### config.mk
export PLATFORM = sky130hd
export DESIGN_NAME = frame_uart_tx
export DESIGN_NICKNAME = d
export VERILOG_FILES = /design/src/rtl/image_link_pkg.sv /design/src/rtl/uart_tx_byte.sv /design/src/rtl/frame_uart_tx.sv
export SDC_FILE = /design/constraint.sdc
export NUM_CORES = 1
export LEC_CHECK = 0
export CORE_UTILIZATION = 49
export CTS_CLUSTER_DIAMETER = 80
export CTS_CLUSTER_SIZE = 40
export DETAILED_ROUTE_END_ITERATION = 16
export GPL_TIMING_DRIVEN = 0
export PLACE_DENSITY = 0.66
export SKIP_LAST_GASP = 1
export SYNTH_ARGS = -nofsm -noshare
export SYNTH_HDL_FRONTEND = slang
export SYNTH_HIERARCHICAL = 1
export SYNTH_SLANG_ARGS = --single-unit
### constraint.sdc
create_clock -name clk -period 4.9 [get_ports clk]
set_clock_uncertainty 0.05 [all_clocks]
set_input_delay 0.98 -clock clk [delete_from_list [all_inputs] [get_ports clk]]
set_output_delay 0.98 -clock clk [all_outputs]
set_load 0.02 [all_outputs]
### src/rtl/image_link_pkg.sv
// Shared image link definitions: FSM encoding, header length and UART
// framing constants used by both the transmit and receive paths.
package image_link_pkg;

  typedef enum logic [2:0] {
    ST_IDLE,
    ST_HDR,
    ST_PIX,
    ST_CSUM,
    ST_LAST
  } state_t;

  localparam int   HDR_BYTES = 4;
  localparam logic START_BIT = 1'b0;
  localparam logic STOP_BIT  = 1'b1;
  localparam int   DATA_BITS = 8;

  // Header byte order: height MSB, height LSB, width MSB, width LSB.
  function automatic logic [7:0] hdr_byte(
    input logic [31:0] hw,
    input logic [1:0]  idx
  );
    logic [7:0] b;
    case (idx)
      2'd0:    b = hw[31:24];
      2'd1:    b = hw[23:16];
      2'd2:    b = hw[15:8];
      default: b = hw[7:0];
    endcase
    return b;
  endfunction

endpackage

### src/rtl/uart_tx_byte.sv
// UART 8N1 byte serializer: baud counter plus 10-bit shift register.
// ready is high when idle or in the last cycle of the stop bit.
module uart_tx_byte
  import image_link_pkg::*;
#(
  parameter int CLKS_PER_BIT = 868
) (
  input  logic       clk,
  input  logic       reset,
  input  logic [7:0] din,
  input  logic       load,
  output logic       ready,
  output logic       tx
);

  localparam int BW = (CLKS_PER_BIT > 2) ? $clog2(CLKS_PER_BIT) : 1;
  localparam logic [BW-1:0] BAUD_MAX = BW'(CLKS_PER_BIT - 1);
  localparam logic [3:0] LAST_BIT = 4'(DATA_BITS + 1);

  logic [DATA_BITS+1:0] shreg;
  logic [BW-1:0]        baud_cnt;
  logic [3:0]           bit_cnt;
  logic                 active;

  assign tx    = shreg[0];
  assign ready = !active ||
                 (bit_cnt == LAST_BIT && baud_cnt == BAUD_MAX);

  always_ff @(posedge clk or posedge reset) begin
    if (reset) begin
      shreg    <= '1;
      baud_cnt <= '0;
      bit_cnt  <= '0;
      active   <= 1'b0;
    end else if (load && ready) begin
      shreg    <= {STOP_BIT, din, START_BIT};
      baud_cnt <= '0;
      bit_cnt  <= '0;
      active   <= 1'b1;
    end else if (active) begin
      if (baud_cnt == BAUD_MAX) begin
        baud_cnt <= '0;
        shreg    <= {1'b1, shreg[DATA_BITS+1:1]};
        bit_cnt  <= bit_cnt + 4'd1;
        if (bit_cnt == LAST_BIT) active <= 1'b0;
      end else begin
        baud_cnt <= baud_cnt + BW'(1);
      end
    end
  end

endmodule

### src/rtl/frame_uart_tx.sv
// Frame transmitter: header + raster pixels over UART 8N1.
// FRAME_TX_CHECKSUM_EN appends a mod-256 sum byte after the pixels.
module frame_uart_tx
  import image_link_pkg::*;
#(
  parameter int CLKS_PER_BIT = 868,
  parameter int DIM_W        = 16
) (
  input  logic             clk,
  input  logic             reset,
  input  logic             start,
  input  logic [DIM_W-1:0] height,
  input  logic [DIM_W-1:0] width,
  input  logic [7:0]       pix_data,
  input  logic             pix_valid,
  output logic             pix_ready,
  output logic             tx,
  output logic             busy,
  output logic             done
);

  localparam int CNT_W = 2 * DIM_W;
`ifdef FRAME_TX_CHECKSUM_EN
  localparam state_t ST_END = ST_CSUM;
`else
  localparam state_t ST_END = ST_LAST;
`endif

  state_t           state;
  logic [DIM_W-1:0] h_lat;
  logic [DIM_W-1:0] w_lat;
  logic [CNT_W-1:0] tot;
  logic [CNT_W-1:0] pix_cnt;
  logic [1:0]       hdr_idx;
  logic [7:0]       slot;
  logic             slot_full;
  logic             ser_ready;
  logic             load;
  logic             slot_wr;
  logic [7:0]       slot_d;
  logic [7:0]       hb;

  assign pix_ready = (state == ST_PIX) && !slot_full;
  assign load      = slot_full && ser_ready;
  assign hb        = hdr_byte({16'(h_lat), 16'(w_lat)}, hdr_idx);

`ifdef FRAME_TX_CHECKSUM_EN
  logic [7:0] sum;

  always_ff @(posedge clk or posedge reset) begin
    if (reset)
      sum <= '0;
    else if (state == ST_IDLE && start)
      sum <= '0;
    else if (slot_wr && state != ST_CSUM)
      sum <= sum + slot_d;
  end
`endif

  always_comb begin
    slot_wr = 1'b0;
    slot_d  = hb;
    unique case (state)
      ST_HDR: slot_wr = !slot_full;
      ST_PIX: begin
        slot_wr = pix_valid && pix_ready;
        slot_d  = pix_data;
      end
`ifdef FRAME_TX_CHECKSUM_EN
      ST_CSUM: begin
        slot_wr = !slot_full;
        slot_d  = sum;
      end
`endif
      default: ;
    endcase
  end

  always_ff @(posedge clk or posedge reset) begin
    if (reset) begin
      state     <= ST_IDLE;
      h_lat     <= '0;
      w_lat     <= '0;
      tot       <= '0;
      pix_cnt   <= '0;
      hdr_idx   <= '0;
      slot      <= '0;
      slot_full <= 1'b0;
      busy      <= 1'b0;
      done      <= 1'b0;
    end else begin
      done <= 1'b0;
      // Slot drains on load; a write below only happens when it was empty.
      if (load) slot_full <= 1'b0;
      if (slot_wr) begin
        slot      <= slot_d;
        slot_full <= 1'b1;
      end
      unique case (state)
        ST_IDLE: if (start) begin
          h_lat   <= height;
          w_lat   <= width;
          tot     <= CNT_W'(height) * CNT_W'(width);
          pix_cnt <= '0;
          hdr_idx <= '0;
          busy    <= 1'b1;
          state   <= ST_HDR;
        end
        ST_HDR: if (slot_wr) begin
          hdr_idx <= hdr_idx + 2'd1;
          if (hdr_idx == 2'(HDR_BYTES - 1))
            state <= (tot == '0) ? ST_END : ST_PIX;
        end
        ST_PIX: if (slot_wr) begin
          if (pix_cnt == tot - CNT_W'(1))
            state <= ST_END;
          else
            pix_cnt <= pix_cnt + CNT_W'(1);
        end
`ifdef FRAME_TX_CHECKSUM_EN
        ST_CSUM: if (slot_wr) state <= ST_LAST;
`endif
        ST_LAST: if (!slot_full && ser_ready) begin
          done  <= 1'b1;
          busy  <= 1'b0;
          state <= ST_IDLE;
        end
        default: state <= ST_IDLE;
      endcase
    end
  end

  uart_tx_byte #(
    .CLKS_PER_BIT(CLKS_PER_BIT)
  ) u_ser (
    .clk   (clk),
    .reset (reset),
    .din   (slot),
    .load  (load),
    .ready (ser_ready),
    .tx    (tx)
  );

endmodule

Yosys cells after proc, flatten, opt, wreduce, memory -nomap -nowiden
Index checks and enable logic that the tools add are counted.
- register bits: 137
- input port bits: 44
- output and inout port bits: 4
- word-level logic and storage cells: 98
- add/sub/neg operators: 5
- multiply operators: 1
- equal/unequal tests: 16
- muxes and demuxes: 38
- reduce and logical (&&, ||, !) cells: 24
- operators with widths (kind ; number):
    $mux W32 ; 3
    $pmux W32 S2 ; 1
    $mux W10 ; 6
    $add A32 B1 Y32 const B ; 1
    $eq A32 B32 Y1 ; 1
    $logic_not A32 Y1 ; 1
    $mul A16 B16 Y32 ; 1
    $sub A32 B1 Y32 const B ; 1
    $pmux W8 S3 ; 1
    $mux W3 ; 7
    $mux W4 ; 3
    $ne A2 B2 Y1 const B ; 6
    $pmux W3 S4 ; 1
    $reduce_bool A2 Y1 ; 6
    $add A10 B1 Y10 const B ; 1
    $eq A10 B10 Y1 const B ; 1
    $mux W1 ; 10
    $mux W8 ; 1
    $logic_and A1 B1 Y1 ; 6
    $reduce_and A3 Y1 ; 2
    $reduce_and A6 Y1 ; 1
    $add A4 B1 Y4 const B ; 1
    $eq A2 B2 Y1 const B ; 2
    $eq A4 B4 Y1 const B ; 1
    15 further kinds ; 19

Depth between registers and ports, before layout
Gate-level depths: netlist (run 1).
- depth after elaboration: 7
- depth in mapped cells: 25
- mapped depth without buffers: 22

Hierarchy
The synthesis (run 1) kept the hierarchy.
- modules (own cells, without submodules) (module ; times used ; cells each ; area an instance (µm²) ; seq. area each (µm²)):
    frame_uart_tx ; 1 ; 1720 ; 14841.7 ; 2802.7
    uart_tx_byte ; 1 ; 134 ; 1302.5 ; 611.8

Worst setup path before layout (run 1)
OpenSTA, ideal clock, no wires.
- kind: in2reg
- start: input port width[7]
- end: register tot[29]
- library setup time: 0.095 ns
- arrival: 6.773 ns
- data required time: 4.755 ns
- setup slack: -2.019 ns
- stages: 24
- buffers on the path: 2
- cells stage by stage: clkbuf_1 > clkbuf_1 > nand2_1 > fa_1 > inv_1 > fa_1 > inv_1 > fa_1 > inv_1 > fa_1 > fa_1 > inv_1 > fa_1 > inv_1 > ha_1 > a21o_1 > a31o_2 > a2111oi_0 > inv_1 > o211ai_1 > a31oi_1 > o21a_1 > o21a_1 > o31ai_1
- word-level cells in the longest chain between the ends: 1
- RTL lines (what ; line ; text):
    from (decl) ; frame_uart_tx.sv:13 ; input logic [DIM_W-1:0] width,
    $mul A16 B16 Y32 ; frame_uart_tx.sv:103 ; tot <= CNT_W'(height) * CNT_W'(width);
    to (signal assigned) ; frame_uart_tx.sv:103 ;
    to (decl) ; frame_uart_tx.sv:32 ; logic [CNT_W-1:0] tot;
No other way between the ends.
A chain may end at the register's enable or synchronous reset.

Worst setup path after layout (run 1)
- start: input port width[5]
- end: register tot[29]
Same word-level chain as after synthesis.

==> metrics.md, run 1 <==
| Metric | Value |
|---|---|
| Initial core utilization | `0.4975` |
| Worst-Margin Slew | `about 0.91 ns` |
| TritonCTS Buffers | `17` |
| Max-Cap Viols | `0` |
| Number of synthesized flops with an enable pin | `0` |
| WP buf/inv | `8` |
| Worst Setup Slack, final | `-1.462 ns` |
| Period Utilization, post-route | `1.298` |
| Number of global-route vias before repair | `14000` |
| FP Rows | `66` |
| RSZ-0062 raised after global routing | `true` |
| Crit start category | `primary input` |
| Internal | `~7600 µW` |
| CTS Sinks | `roughly 140` |
| Fmax | `157.2 MHz` |
| Syn Inst Count | `about 1900` |
| Ant diodes | `0` |
| CP top delay family | `adder cells` |
| Clock root buffer | `clkbuf_16` |
| Iter 0 DRT Violations | `roughly 1000` |
| Part of the power in combinational logic | `0.800` |
| Die area | `roughly 34000 µm²` |
| Max_slew headroom | `0.3948` |
| Kind of critical path | `primary input to register` |
| Worst endpoint data arrival time | `around 6.7 ns` |
| Grt peak-use layer | `met2` |
| Clk_lat worst skew | `between 0.4 and 0.5 ns` |
| # fillers | `2783` |
| Largest net degree at the start of global routing | `94` |
| Setup TNS | `-21.86 ns` |
| Ys Warns | `6` |
| P_sw | `around 7300 µW` |
| Synth cell count leaders | `nand2_1, inv_1, fa_1` |
| Die width | `~180 µm` |
| Cell Chain, Critical Path | `buf_12, clkbuf_16, buf_6, and2_4, fa_1, inv_2, fa_2, inv_2, fa_1, fa_2, fa_1, inv_1, fa_1, inv_2, ha_4, a21o_1, a31o_4, a2111oi_4, inv_1, o211ai_1, a31oi_2, o21a_1, o21a_1, o31ai_2` |
| Post-synthesis mux area share | `0.007518` |
| VDD IR max | `approximately 0.74 mV` |
| Clock buffer depth | `2` |
| Most frequent cell after synthesis | `nand2_1` |
| Crit end category | `register` |
| Top_reg_cell synth | `dfrtp_1` |
| Post-Synth Simple-Gate Area | `0.2220` |
| Count of pins over their slew limit | `0` |
| Async SR Flop Fraction | `1.000` |
| Maximum fanout along the worst path | `8` |
| Clk slew on worst S/H paths | `about 0.070 ns` |
| Hold crit path type | `register to register` |
| Main combinational cell family by area after synthesis | `adder cells` |
| Post-synth top area share | `0.2406` |
| Met2 GRT Util | `0.4809` |
| Power density over the cells | `roughly 760 nW/µm²` |
| CP max stage delay | `0.57 ns` |
| Initial antenna violation count | `0` |
| Reg power frac | `0.117` |
| Post-CTS Hold Buffers | `0` |
| Worst endpoint required time | `5.18 ns` |
| Vert. Die Dim | `approximately 180 µm` |
| Compound-Gate Fraction of Synth Area | `0.1091` |
| FF+latch count, synth | `136` |
| Post-synthesis instance area | `about 16000 µm²` |
| Run status | `finished with violations` |
| GR Layer Usage met1 | `0.3774` |
| Tmin final | `approximately 6.4 ns` |
| Setup Viol. Count Final | `21` |
| Global Route Usage Sum | `0.2873` |
| Synth Area in XOR/XNOR | `0.03689` |
| Vias per cell | `between 5 and 6` |
| Placed Area | `17650 µm²` |
| HPWL after DPL | `between 30 and 40 mm` |
| Core area | `32450 µm²` |
| Failing checks | `setup timing` |
| Syn nets | `~2200` |
| Netlist cell types | `a little under 80` |
| Port buffer count | `between 40 and 50` |
| DR vias | `between 10000 and 15000` |
| Clock Power Share | `0.083` |
| DR pass1 iterations | `5` |
| Design Area, Final | `19630 µm²` |
| GPL Wtd Cong | `about 0.89` |
| I/O pin cnt | `48` |
| Syn_area_per_cell | `between 8 and 9 µm²` |
| Area contributors post-synth | `fa_1, dfrtp_1, ha_1` |
| Average wire per standard cell | `roughly 19 µm` |
| Met3 Use GR | `0.03348` |
| CTS tree | `built` |
| Final hold vios | `0` |
| First-pass GRT wire length | `around 75 mm` |
| Slowest cell on crit path | `fa_1` |
| LEAKAGE | `between 0.009 and 0.01 µW` |
| Post-Synth Adder-Cell Area | `0.3289` |
| Number of remaining DRC errors | `0` |
| Routed Antenna Nets | `0` |
| H-tree levels | `4` |
| Leading area contributor after synthesis | `fa_1` |
| Syn-to-layout area delta | `21.58%` |
| Final #Nets | `2330` |
| Most common cell on crit path | `fa_1` |
| Post-synthesis sequential area ratio | `0.2115` |
| Global route overflow | `0` |
| Drt total wl | `about 47 mm` |
| Sw frac | `0.4908` |
| Share of cells above drive strength 1 | `0.1592` |
## metrics by stage
step	util	worst slack (ns)	std cells	hold slack, ns	power [µW]
after global placement	0.5428	-3.002	2339	0.4079	11130
after global routing	0.6048	-1.617	2433	0.4402	16190
after CTS	0.5961	-1.446	2428	0.4261	13760
after detailed placement	0.5438	-3.045	2340	0.4091	11330
after floorplan	-	-1.537	1854	0.3904	9328
final	0.6048	-1.462	2433	0.4246	14930
## cell usage in the layout (no fill, tap or decap), types with 22 or more instances in the layout
master / instances
nand2_1: 329
inv_1: 238
fa_1: 178
dfrtp_1: 127
and2_1: 121
ha_1: 98
buf_4: 53
o21ai_0: 48
nor2_1: 46
clkbuf_16: 46
clkbuf_1: 42
a21oi_1: 42
nand3_1: 41
xnor2_1: 39
xor2_1: 27
buf_6: 26
nand4_1: 22
## cell type report
type                       count  area [µm²]  area share
timing repair buffer         106        1026     0.05227
sequential                   136        3415      0.1740
buffer                        94        1092     0.05565
inverter                     253       962.2     0.04902
clock inverter                14       130.1    0.006629
clock buffer                  18       429.2     0.02186
multi-input combinational   1370       12020      0.6124
tap                          442       553.0     0.02817
## worst paths after layout
check                      depth (start not counted)                 to         startpoint  slack (ns)
min                                                2           w_lat[7]           w_lat[7]        0.42
min reg2reg                                        2           w_lat[7]           w_lat[7]        0.42
max reg2reg                                       12         pix_cnt[9]  u_ser/baud_cnt[1]        1.39
min in group asynchronous                          2        pix_cnt[29]              reset        0.84
max in group asynchronous                          2  u_ser/baud_cnt[0]              reset        3.14
max                                               24            tot[29]           width[5]       -1.46
## what timing repair did
| item | in CTS | in global routing |
|---|---|---|
| endpoints found under the hold margin | 0 | 0 |
| gates resized for setup | 309 | 63 |
| setup endpoints to repair | 26 | 24 |
| pin swaps | 71 | 61 |
| setup buffers | 55 | 8 |
| cloned | 1 | 0 |
## state kept, by name, summed over array words and instances (netlist names), 2 cells and up
| name | count |
|---|---|
| h_lat | 16 |
| pix_cnt | 32 |
| hdr_idx | 2 |
| slot | 8 |
| u_ser/baud_cnt | 10 |
| state | 3 |
| w_lat | 16 |
| u_ser/bit_cnt | 4 |
| u_ser/shreg | 9 |
| tot | 32 |
## power by group through the flow
stage               clock network (µW)  registers [µW]  logic (µW)
floorplan                            0            1660        7670
global placement                     0            1740        9400
detailed placement                   0            1750        9580
CTS                               1260            1730       10800
global route                      1310            1780       13100
finish                            1240            1740       11900
## logic make-up after synthesis
group / count (synthesis)
flip-flops: 136
AO/OA/AOI/OAI: 260
adder cells (fa/ha/maj): 308
buffers and inverters: 348
XOR/XNOR: 68
multiplexers: 12
AND/OR/NAND/NOR: 722
## tightest hold or removal path: cells and delay by family (launching register included)
family / cells / cell delay, ns
simple gates: 2 / 0.10
flops: 1 / 0.34
## layer usage
| metal | vias to the layer above | share of wire |
|---|---|---|
| li1 | 6327 | - |
| met1 | 6805 | 0.43 |
| met2 | 457 | 0.48 |
| met3 | 101 | 0.050 |
| met4 | 0 | 0.034 |
| met5 | - | 0 |
(Power assumes the default switching activity.)
==> inputs of run 2 (changes only) <==
- clock period: 4.9 -> 6.7 ns (I/O delays scaled with it)
==> metrics.md, run 2 (synthesis results as in run 1) <==
| Metric | Value |
|---|---|
| Run status | `finished, final reports clean (was finished with violations)` |
| RSZ-0062 raised after global routing | `true (unchanged)` |
| Cell Chain, Critical Path | `buf_4, clkbuf_16, nand2_1, fa_1, inv_1, ha_1, inv_1, fa_1, inv_2, fa_1, fa_1, inv_1, fa_1, inv_2, ha_4, a21o_1, a31o_4, a2111oi_4, inv_1, o211ai_1, a31oi_2, o21a_1, o21a_1, o31ai_2 (was buf_12, clkbuf_16, buf_6, and2_4, fa_1, inv_2, fa_2, inv_2, fa_1, fa_2, fa_1, inv_1, fa_1, inv_2, ha_4, a21o_1, a31o_4, a2111oi_4, inv_1, o211ai_1, a31oi_2, o21a_1, o21a_1, o31ai_2)` |
| Vias per cell | `5.595 (was 5.627)` |
| GPL Wtd Cong | `0.8956 (was 0.8881)` |
| Setup Viol. Count Final | `0 (was 21)` |
| Most common cell on crit path | `fa_1 (unchanged)` |
| Crit Reg-Reg Endpoint | `pix_cnt[29] (was pix_cnt[9])` |
| Crit end category | `register (unchanged)` |
| Number of remaining DRC errors | `0 (unchanged)` |
| Clk slew on worst S/H paths | `0.06 ns (was 0.07 ns)` |
| TritonCTS Buffers | `17 (unchanged)` |
| Crit start category | `primary input (unchanged)` |
| Clock buffer depth | `2 (unchanged)` |
| Syn-to-layout area delta | `17.86% (was 21.58%)` |
| Final #Nets | `2313 (was 2330)` |
| Final hold vios | `0 (unchanged)` |
| LEAKAGE | `0.009069 µW (was 0.009287 µW)` |
| Reg2reg setup slack | `3.16 ns (was 1.39 ns)` |
| Initial core utilization | `0.4975 (unchanged)` |
| Ant diodes | `0 (unchanged)` |
| Average wire per standard cell | `18.82 µm (was 19.12 µm)` |
| Clock Power Share | `0.100 (was 0.083)` |
| CP max stage delay | `0.55 ns (was 0.57 ns)` |
| Die area | `33680 µm² (unchanged)` |
| Largest net degree at the start of global routing | `70 (was 94)` |
| Core area | `32450 µm² (unchanged)` |
| Max-Cap Viols | `0 (unchanged)` |
| Share of cells above drive strength 1 | `0.1307 (was 0.1592)` |
| Drt total wl | `45.48 mm (was 46.53 mm)` |
| R2r startpoint | `tot[8] (was u_ser/baud_cnt[1])` |
| Worst endpoint data arrival time | `6.98 ns (was 6.65 ns)` |
| Internal | `5039 µW (was 7605 µW)` |
| Part of the power in combinational logic | `0.772 (was 0.800)` |
| DR pass1 iterations | `6 (was 5)` |
| Hold crit path type | `register to register (unchanged)` |
| Hold endpoint | `u_ser/shreg[0] (was w_lat[7])` |
| Most common cell after layout, fill and taps aside | `nand2_1 (unchanged)` |
| HPWL after DPL | `34.61 mm (was 34.65 mm)` |
| Routed Antenna Nets | `0 (unchanged)` |
| Worst endpoint required time | `6.99 ns (was 5.18 ns)` |
| Kind of critical path | `primary input to register (unchanged)` |
| Largest registers | `pix_cnt x32, tot x32 (unchanged)` |
| Global route overflow | `0 (unchanged)` |
| Tmin final | `6.683 ns` |
| Port buffer count | `43 (unchanged)` |
| Worst hold slack | `0.4241 ns (was 0.4246 ns)` |
| Initial antenna violation count | `0 (unchanged)` |
| Power density over the cells | `520.9 nW/µm² (was 760.9 nW/µm²)` |
| Period Utilization, post-route | `0.9975` |
| Fmax | `149.6 MHz` |
| Clk_lat worst skew | `0.44 ns (about the same)` |
| FP Rows | `66 (unchanged)` |
| Maximum fanout along the worst path | `10 (was 8)` |
| CTS tree | `built (unchanged)` |
| Worst Hold Depth | `2 (unchanged)` |
| Max_slew headroom | `0.3914 (was 0.3948)` |
| Most frequent cells in the layout | `nand2_1, inv_1, fa_1 (unchanged)` |
| Vert. Die Dim | `183.5 µm (unchanged)` |
| P_sw | `4871 µW (was 7329 µW)` |
| Count of pins over their slew limit | `0 (unchanged)` |
| DR vias | `13520 (was 13690)` |
| Final core utilization | `0.5863 (was 0.6048)` |
| Worst-Margin Slew | `0.9119 ns (was 0.9079 ns)` |
| Clock root buffer | `clkbuf_16 (unchanged)` |
| Reg2reg path depth | `13 (was 12)` |
| CTS Sinks | `136 (unchanged)` |
| Sw frac | `0.4915 (was 0.4908)` |
| H-tree levels | `4 (unchanged)` |
| VDD IR max | `0.4701 mV (was 0.7377 mV)` |
| Global Route Usage Sum | `0.2778 (was 0.2873)` |
| Number of global-route vias before repair | `13520 (was 14000)` |
| Iter 0 DRT Violations | `1030 (was 1047)` |
| I/O pin cnt | `48 (unchanged)` |
| Pwr Total | `9911 µW (was 14930 µW)` |
| First-pass GRT wire length | `72.71 mm (was 74.68 mm)` |
| Reg power frac | `0.128 (was 0.117)` |
| Die width | `183.5 µm (unchanged)` |
| Slowest cell on crit path | `fa_1 (unchanged)` |
| Hold path start | `u_ser/shreg[0] (was w_lat[7])` |
| Setup TNS | `0 ns (was -21.86 ns)` |
run 2: how the worst max path moves through the flow:
stage                          to       from  cells past startpoint  slack [ns]
after floorplan           tot[29]   width[7]                     24       -0.12
after global placement    tot[31]   width[5]                     23       -1.80
after detailed placement  tot[31]   width[5]                     23       -1.85
after CTS                 tot[29]   width[5]                     23      -0.007
after global routing      tot[29]  height[5]                     23       -0.14
final                     tot[29]  height[4]                     24        0.02
run 2: routing by layer:
| layer | global-route usage | vias to the layer above | wire length (µm) |
|---|---|---|---|
| met5 | 0 | - | 0 |
| met4 | 0.08567 | 0 | 1470 |
| met3 | 0.03110 | 86 | 2411 |
| met2 | 0.4615 | 429 | 21540 |
| met1 | 0.3804 | 6717 | 20050 |
| li1 | - | 6285 | - |
run 2: power by group through the flow:
stage / Clock, µW / Combinational [µW] / Sequential (µW)
final: 991 / 7650 / 1270
after global routing: 1030 / 8560 / 1300
after CTS: 1000 / 6750 / 1270
after detailed placement: 0 / 6330 / 1280
after global placement: 0 / 6240 / 1270
after floorplan: 0 / 4980 / 1210
run 2: what timing repair did:
action                     in CTS  in global routing
buffers inserted               23                 23
hold endpoints to repair        0                  0
cloned                          1                  1
pin swaps                      29                 68
hold buffers                    0                  0
resized for setup             269                 91
setup endpoints to repair      20                 12
run 2: through the flow:
step           setup WS (ns)  instances  area (µm²)
5_1_grt              -0.1444       2416       19030
3_3_place_gp          -1.801       2339       17310
6_report             0.01684       2416       19030
4_1_cts            -0.007278       2393       18570
3_5_place_dp          -1.852       2340       17340
2_1_floorplan        -0.1189       1854       16320
run 2: layout make-up:
class,instances,area (µm²)
repair buffers,92,868.3
inverters,253,952.2
clock inverters,14,186.4
fillers,2868,13430
plain buffers,91,905.9
clock buffers,18,429.2
multi-input cells,1370,11720
well taps,442,553.0
flip-flops and latches,136,3415
run 2: worst max-delay path: cells and delay by family:
family / cells / cell delay, ns
and+or+nand+nor: 1 / 0.08
adders and majority gates: 7 / 3.13
AOI/OAI and AO/OA: 8 / 1.68
buffers and inverters: 8 / 0.74
